### src/rtl/dmem_pkg.sv
// Shared definitions for the data-memory arbiter: access-size encodings, issue states
// and the access legality check.
package dmem_pkg;

   localparam logic [2:0] ST_B  = 3'b000;
   localparam logic [2:0] ST_H  = 3'b001;
   localparam logic [2:0] ST_W  = 3'b010;

   localparam logic [2:0] LD_B  = 3'b000;
   localparam logic [2:0] LD_H  = 3'b001;
   localparam logic [2:0] LD_W  = 3'b010;
   localparam logic [2:0] LD_BU = 3'b100;
   localparam logic [2:0] LD_HU = 3'b101;

   typedef enum logic [1:0] {
      ISS_NONE = 2'd0,
      ISS_CORE = 2'd1,
      ISS_HOST = 2'd2
   } iss_state_e;

   // True when the access is misaligned for its size or uses an undefined size code.
   function automatic logic misaligned(input logic       we,
                                       input logic [2:0] store_sel,
                                       input logic [2:0] load_sel,
                                       input logic [1:0] addr_lo);
      logic bad;
      bad = 1'b0;
      if (we) begin
         case (store_sel)
            ST_B:    bad = 1'b0;
            ST_H:    bad = addr_lo[0];
            ST_W:    bad = |addr_lo;
            default: bad = 1'b1;
         endcase
      end else begin
         case (load_sel)
            LD_B, LD_BU: bad = 1'b0;
            LD_H, LD_HU: bad = addr_lo[0];
            LD_W:        bad = |addr_lo;
            default:     bad = 1'b1;
         endcase
      end
      return bad;
   endfunction

endpackage

### src/rtl/dmem_arbiter_load_extract.sv
// Load lane extraction: selects the byte/half addressed by offset and sign/zero extends it.
module load_extract
   import dmem_pkg::*;
(
   input  logic [31:0] word,
   input  logic [1:0]  offset,
   input  logic [2:0]  load_sel,
   output logic [31:0] result
);

   logic [7:0]  lane_b;
   logic [15:0] lane_h;

   always_comb begin
      lane_b = word[{offset, 3'b000} +: 8];
      lane_h = offset[1] ? word[31:16] : word[15:0];
      case (load_sel)
         LD_B:    result = {{24{lane_b[7]}}, lane_b};
         LD_BU:   result = {24'h000000, lane_b};
         LD_H:    result = {{16{lane_h[15]}}, lane_h};
         LD_HU:   result = {16'h0000, lane_h};
         default: result = word;
      endcase
   end

endmodule

### src/rtl/dmem_arbiter.sv
// Arbitrates the single-port dmem between the MEM stage and the host/loader port.
// Core load lane extraction is built only when DMEM_ARB_LOAD_EXT_EN is defined.
module dmem_arbiter
   import dmem_pkg::*;
#(
   parameter int unsigned STARVE_LIMIT = 4,
   parameter int unsigned AW           = 11
) (
   input  logic          clk,
   input  logic          rst,

   input  logic          core_req,
   input  logic          core_we,
   input  logic [2:0]    core_store_sel,
   input  logic [2:0]    core_load_sel,
   input  logic [AW-1:0] core_addr,
   input  logic [31:0]   core_wdata,
   output logic          core_stall,
   output logic          core_rvalid,
   output logic [31:0]   core_rdata,
   output logic          core_err,

   input  logic          host_req,
   input  logic          host_we,
   input  logic [AW-1:0] host_addr,
   input  logic [31:0]   host_wdata,
   output logic          host_ready,
   output logic          host_rvalid,
   output logic [31:0]   host_rdata,

   output logic          write_enable_dmem,
   output logic [2:0]    store_sel_M,
   output logic [AW-1:0] mem_WA,
   output logic [31:0]   mem_WD,
   input  logic [31:0]   mem_RD
);

   localparam logic [3:0] LIMIT = 4'(STARVE_LIMIT);

   logic          host_grant;
   logic          core_grant;
   logic          core_legal;
   logic [3:0]    starve_cnt;

   iss_state_e    iss_state;
   logic          iss_we;
   logic          iss_err;
   logic [2:0]    iss_store_sel;
   logic [AW-1:0] iss_addr;
   logic [31:0]   iss_wdata;
   logic [31:0]   core_word;

   // Grants are held off while reset is asserted so every output reads 0 during reset.
   always_comb begin
      host_grant = !rst && host_req && (!core_req || (starve_cnt == LIMIT));
      core_grant = !rst && core_req && !host_grant;
      core_legal = !misaligned(core_we, core_store_sel, core_load_sel, core_addr[1:0]);
   end

   assign core_stall = core_req & host_grant;
   assign host_ready = host_grant;

   always_ff @(posedge clk or posedge rst) begin
      if (rst) begin
         starve_cnt <= 4'd0;
      end else if (!host_req || host_grant) begin
         starve_cnt <= 4'd0;
      end else if (core_grant && (starve_cnt != LIMIT)) begin
         starve_cnt <= starve_cnt + 4'd1;
      end
   end

`ifdef DMEM_ARB_LOAD_EXT_EN
   logic [2:0] iss_load_sel;

   always_ff @(posedge clk or posedge rst) begin
      if (rst) begin
         iss_load_sel <= 3'b000;
      end else if (host_grant) begin
         iss_load_sel <= LD_W;
      end else if (core_grant) begin
         iss_load_sel <= core_load_sel;
      end
   end

   load_extract u_load_extract (
      .word     (mem_RD),
      .offset   (iss_addr[1:0]),
      .load_sel (iss_load_sel),
      .result   (core_word)
   );
`else
   assign core_word = mem_RD;
`endif

   // Issue stage: one accepted request lives here for exactly one cycle.
   always_ff @(posedge clk or posedge rst) begin
      if (rst) begin
         iss_state     <= ISS_NONE;
         iss_we        <= 1'b0;
         iss_err       <= 1'b0;
         iss_store_sel <= 3'b000;
         iss_addr      <= '0;
         iss_wdata     <= 32'h0;
      end else begin
         iss_err <= core_grant && !core_legal;
         if (host_grant) begin
            iss_state     <= ISS_HOST;
            iss_we        <= host_we;
            iss_store_sel <= ST_W;
            iss_addr      <= {host_addr[AW-1:2], 2'b00};
            iss_wdata     <= host_wdata;
         end else if (core_grant && core_legal) begin
            iss_state     <= ISS_CORE;
            iss_we        <= core_we;
            iss_store_sel <= core_store_sel;
            iss_addr      <= core_addr;
            iss_wdata     <= core_wdata;
         end else begin
            iss_state <= ISS_NONE;
            iss_we    <= 1'b0;
         end
      end
   end

   // dmem drive comes straight from the issue register, so reset drops it asynchronously.
   always_comb begin
      write_enable_dmem = 1'b0;
      store_sel_M       = 3'b000;
      mem_WA            = '0;
      mem_WD            = 32'h0;
      if (iss_state != ISS_NONE) begin
         write_enable_dmem = iss_we;
         store_sel_M       = iss_store_sel;
         mem_WA            = iss_addr;
         mem_WD            = iss_wdata;
      end
   end

   always_ff @(posedge clk or posedge rst) begin
      if (rst) begin
         core_rvalid <= 1'b0;
         core_rdata  <= 32'h0;
         core_err    <= 1'b0;
         host_rvalid <= 1'b0;
         host_rdata  <= 32'h0;
      end else begin
         core_rvalid <= (iss_state == ISS_CORE) && !iss_we;
         host_rvalid <= (iss_state == ISS_HOST) && !iss_we;
         core_err    <= iss_err;
         if ((iss_state == ISS_CORE) && !iss_we) begin
            core_rdata <= core_word;
         end
         if ((iss_state == ISS_HOST) && !iss_we) begin
            host_rdata <= mem_RD;
         end
      end
   end

endmodule

### config.mk
export PLATFORM = sky130hd
export DESIGN_NAME = dmem_arbiter
export DESIGN_NICKNAME = d
export VERILOG_FILES = /design/src/rtl/dmem_pkg.sv /design/src/rtl/dmem_arbiter_load_extract.sv /design/src/rtl/dmem_arbiter.sv
export SDC_FILE = /design/constraint.sdc
export NUM_CORES = 1
export LEC_CHECK = 0
export CORE_MARGIN = 10
export CORE_UTILIZATION = 43
export CTS_BUF_LIST = sky130_fd_sc_hd__clkbuf_8
export DETAILED_ROUTE_END_ITERATION = 10
export PLACE_DENSITY_LB_ADDON = 0.05
export SETUP_SLACK_MARGIN = 0.05
export SLEW_MARGIN = 20
export SYNTH_ARGS = -nofsm -noshare
export SYNTH_HDL_FRONTEND = slang
export SYNTH_HIERARCHICAL = 1
export SYNTH_SLANG_ARGS = --single-unit
### constraint.sdc
create_clock -name clk -period 4.11 [get_ports clk]
set_input_delay 0.6165 -clock clk [delete_from_list [all_inputs] [get_ports clk]]
set_output_delay 0.6165 -clock clk [all_outputs]
set_load 0.02 [all_outputs]
======== Word-level counts from Yosys, hierarchy flattened ========
Index checks and enable logic that the tools add are counted.
word-level totals
  output and inout bits ................... 116
  input port bits ......................... 130
  word-level logic and storage cells ...... 68
  flip-flop bits (word level) ............. 121
operators by class
  muxes and demuxes ....................... 19
  reductions and logical operators ........ 25
  bitwise gates (word level) .............. 1
  eq/ne operators ......................... 10
  $add $sub $neg .......................... 1
operator list
  kind                   count
  $mux W32               3
  $mux W11               3
  $logic_and A1 B1 Y1    9
  $mux W3                3
  $mux W4                2
  $eq A3 B1 Y1 const B   2
  $eq A3 B2 Y1 const B   2
  $eq A3 B3 Y1 const B   2
  $logic_not A1 Y1       6
  $logic_not A3 Y1       2
  $pmux W1 S3            2
  $reduce_bool A2 Y1     3
  $reduce_or A2 Y1       3
  $mux W1                5
  $add A4 B1 Y4 const B  1
  $eq A4 B3 Y1 const B   1
  $ne A4 B3 Y1 const B   1
  $eq A2 B1 Y1 const B   1
  $eq A2 B2 Y1 const B   1
  $logic_or A1 B1 Y1     2
  $mux W2                1
  $and A1 B1 Y1          1

======== Logic depth before layout (Yosys ltp) ========
  depth in word-level cells ............... 8
  gate-level depth with buffers ........... 8
  gate-level depth less buffers ........... 7

======== Least setup slack after synthesis ========
No wires, ideal clock.
  path kind ............................... in2reg
  start ................................... input rst
  end ..................................... register iss_addr[10]
  cell stages on the path ................. 5
  setup time .............................. 0.125 ns
  path buffers ............................ 1
  required time ........................... 3.985 ns
  arrival ................................. 4.795 ns
  path slack .............................. -0.809 ns
  cells stage by stage .................... inv_1 -> nand2_1 -> o31ai_4 -> buf_6 -> mux2_2
on the way
  longest elaborated chain between the ends .. 7
  elaborated cells on any way between the ends .. 9
  classes of those cells .................. mux: 1; reduce/logical: 8
RTL lines
  element                                RTL line             RTL
  from (decl)                            dmem_arbiter.sv:10   input logic rst,
  $logic_not A1 Y1 (no source line) (*)  -
  $logic_and A1 B1 Y1 (2 in series)      dmem_arbiter.sv:55   host_grant = !rst && host_req && (!core_req || (starve_cnt == LIMIT));
  $logic_not A1 Y1                       dmem_arbiter.sv:56   core_grant = !rst && core_req && !host_grant;
  $logic_and A1 B1 Y1                    dmem_arbiter.sv:56
  $logic_and A1 B1 Y1                    dmem_arbiter.sv:113  end else if (core_grant && core_legal) begin
  $reduce_bool A2 Y1 (no source line)    -
  to (signal assigned)                   dmem_arbiter.sv:111  iss_addr <= {host_addr[AW-1:2], 2'b00};
  to (signal assigned)                   dmem_arbiter.sv:117  iss_addr <= core_addr;
  to (decl)                              dmem_arbiter.sv:49   logic [AW-1:0] iss_addr;
Every way passes the cells marked *; elsewhere a longest branch is shown, timed or not.
A chain may end at the register's enable or synchronous reset.

======== Worst setup path after layout ========
  start ................................... register starve_cnt[0]
  end ..................................... output core_stall
on the way
  longest elaborated chain between the ends .. 4
RTL lines
  element                 RTL line            RTL
  from (decl)             dmem_arbiter.sv:43  logic [3:0] starve_cnt;
  from (signal assigned)  dmem_arbiter.sv:69  starve_cnt <= starve_cnt + 4'd1;
  $eq A4 B3 Y1            dmem_arbiter.sv:55
  $logic_or A1 B1 Y1      dmem_arbiter.sv:55
  $logic_and A1 B1 Y1     dmem_arbiter.sv:55
  $and A1 B1 Y1           dmem_arbiter.sv:60  assign core_stall = core_req & host_grant;
  to (decl)               dmem_arbiter.sv:18  output logic core_stall,
Every way passes these cells.

==> flow_summary.yaml <==
status:
  outcome: "finished clean"
global_route:
  grt_max_degree: 64
  grt_usage_pct: 17.9
  grt_pass1_wl_mm: 24.7
  antenna_found_initial: 0
  overflow: 0
  grt_pass1_vias: 4370
finish:
  multiInputGateArea_sq_mm: 0.00225
  layout_common_cells: "clkdlybuf4s50_1 (243), mux2_2 (139), dfrtp_1 (121)"
  nets: 767
  syn2layout_area_growth_pct: 56.0
  final_common_cell: "clkdlybuf4s50_1"
  antenna_cells: 0
  layoutNonFillerInstCount: 816
  drive_above_1_share_pct: 28.5
  register_area_sq_mm: 0.00303
  utilization_pct: 69.5
  fill_cells: 938
  fin_area_sq_mm: 0.00845
sta:
  fmax_mhz: 301
  timing.slew.headroom_pct: 47.6
  rsz0062_at_grt: "no"
  setup_tns_ps: 0
  worst_pin_slew_ps: 786
  hold_viol: 0
  fin_skew_ps: 8.16
  post-route-period-util_pct: 80.8
  fin_crit_ps: 3320
  setup_violations: 0
  drv_slew: 0
power_and_ir_drop:
  leakage_nw: 3.39
  ir_worst_vdd_v: 0.000294
  power.density_mw_per_mm2: 475
setup_path:
  startpoint_type: "register"
  rr_endpoint: "iss_wdata[15]"
  path_class: "register to output pin"
  worstPathArrival_ps: 2700
  path_max_fanout: 21
  worstPathRequired_ps: 3490
  worstRegToRegCells: 8
  critPathCaptureType: "output pin"
  rrSetupSlack_ps: 1400
  r2r-start: "starve_cnt[0]"
  worstSetupEndpoint: "core_stall"
  cp-startpoint: "starve_cnt[0]"
drt:
  firstDrtPassIters: 4
  wl_per_cell_um: 19.1
  via_per_inst: 4.83
  wl_mm: 15.6
  vias: 3943
  drc_errors: 0
  drtAntennaViolNets: 0
  drt_iter0_markers: 170
clock_network:
  cts_tree: "built"
  cts_sinks: 121
  hold_buffers: 0
  clk_latency_ps: 430
  clk_path_buf_depth: 2
  ctsHtreeMaxLevel: 4
  cts_setup_buffers: 0
  clk_pin_slew_ps: 70
  clockRootBuffer: "clkbuf_8"
  ctsResizeCount: 0
  cts-buffers-inserted: 17
logic_synthesis:
  yosys_warnings: 6
  synth_area_leader_cell: "dfrtp_1"
  synth_area_leaders: "dfrtp_1 (56%), mux2_2 (29%), nor2b_1 (5.1%)"
  synthesis.area_sq_mm: 0.00542
  synth_cell_type_count: 30
  ys_seq_elements: 121
  ys_seq_area_share_pct: 55.9
  synth_cells: 385
  synth_top_area_share_pct: 55.9
  syn-num-nets: 517
  syn_avg_cell_area_sq_um: 14.1
floorplanning:
  num_rows: 40
  pin_count: 246
  start_util_pct: 44.5
  fp.dieH_um: 132
  core_area_sq_mm: 0.0122
  dieArea_sq_mm: 0.0175
  die_w_um: 132
place:
  hpwl_mm: 12.0
  placed_area_sq_mm: 0.00802
  routabilityCongestion: 0.727
  dp_cells: 784
  io_buffer_count: 243
hold_path:
  hold_start: "iss_err"
  hp-class: "register to register"
job:
  max_cap_viol_count: 0
[layout make-up]
class / count / area share [%]
repair buffers: 250 / 29.4
multi-input cells: 235 / 26.6
flip-flops and latches: 121 / 35.8
clock buffers: 18 / 2.93
clock inverters: 14 / 2.15
well taps: 168 / 2.49
inverters: 10 / 0.518
[cell families after synthesis]
group / Yosys count / synth area share (%)
xor+xnor: 2 / 0.324
simple gates: 71 / 7.90
compound gates: 14 / 2.15
buf+inv: 29 / 2.89
fa+ha+maj: 2 / 0.462
flops: 121 / 55.9
mux: 146 / 30.4
[synth_stat cells (all sizes together)]
cell / instances
a211o: 1
a21oi: 4
a22o: 1
a2bb2oi: 1
and2: 1
and3: 1
buf: 8
clkbuf: 11
dfrtp: 121
ha: 2
inv: 10
mux2: 146
nand2: 4
nand3: 5
nand3b: 1
nor2: 9
nor2b: 44
nor3: 2
nor3b: 2
nor4: 2
o21ai: 1
o2bb2ai: 4
o31ai: 2
xor2: 2
[state kept, by name, indices dropped and copies added, names as in the netlist, 2 cells and up]
| name | flops |
|---|---|
| iss_addr | 11 |
| core_rdata | 32 |
| iss_wdata | 32 |
| iss_state | 2 |
| iss_store_sel | 3 |
| starve_cnt | 4 |
| host_rdata | 32 |
[per-stage QoR]
step | power, mW | hold WS [ps] | setup slack [ps]
final | 4.01 | 350 | 791
after floorplan | 2.24 | 331 | 511
after detailed placement | 2.92 | 338 | 945
after global placement | 2.88 | 332 | 960
after CTS | 4.07 | 353 | 740
after global routing | 4.22 | 371 | 611
[metal layers]
| layer | vias to the layer above | track usage [%] | routed length, um |
|---|---|---|---|
| li1 | 1839 | - | - |
| met3 | 18 | 7.16 | 1180 |
| met2 | 153 | 30.4 | 7930 |
| met1 | 1933 | 19.7 | 6280 |
| met5 | - | 0 | 0 |
| met4 | 0 | 6.91 | 214 |
[worst min path at each step]
stage | end | cells after the start
finish | core_err | 0
global route | core_err | 0
CTS | core_err | 0
detailed placement | core_err | 0
global placement | core_err | 0
floorplan | core_err | 0
[where the power goes]
part	internal, mW	switching (mW)	leakage [nW]	total [mW]
combinational	0.718	0.568	1.72	1.29
sequential	1.46	0.127	1.46	1.59
clock	0.669	0.466	0.213	1.13
total	2.85	1.16	3.39	4.01
[critical path, stage by stage (launching register included)]
cell             delay (ps)
dfrtp_1                 410
inv_1                    80
ha_1                    150
nand3b_1                180
a211o_2                 450
inv_4                   230
and2_1                  160
clkdlybuf4s50_1         600
No activity file was read; power rests on OpenSTA's default activity.
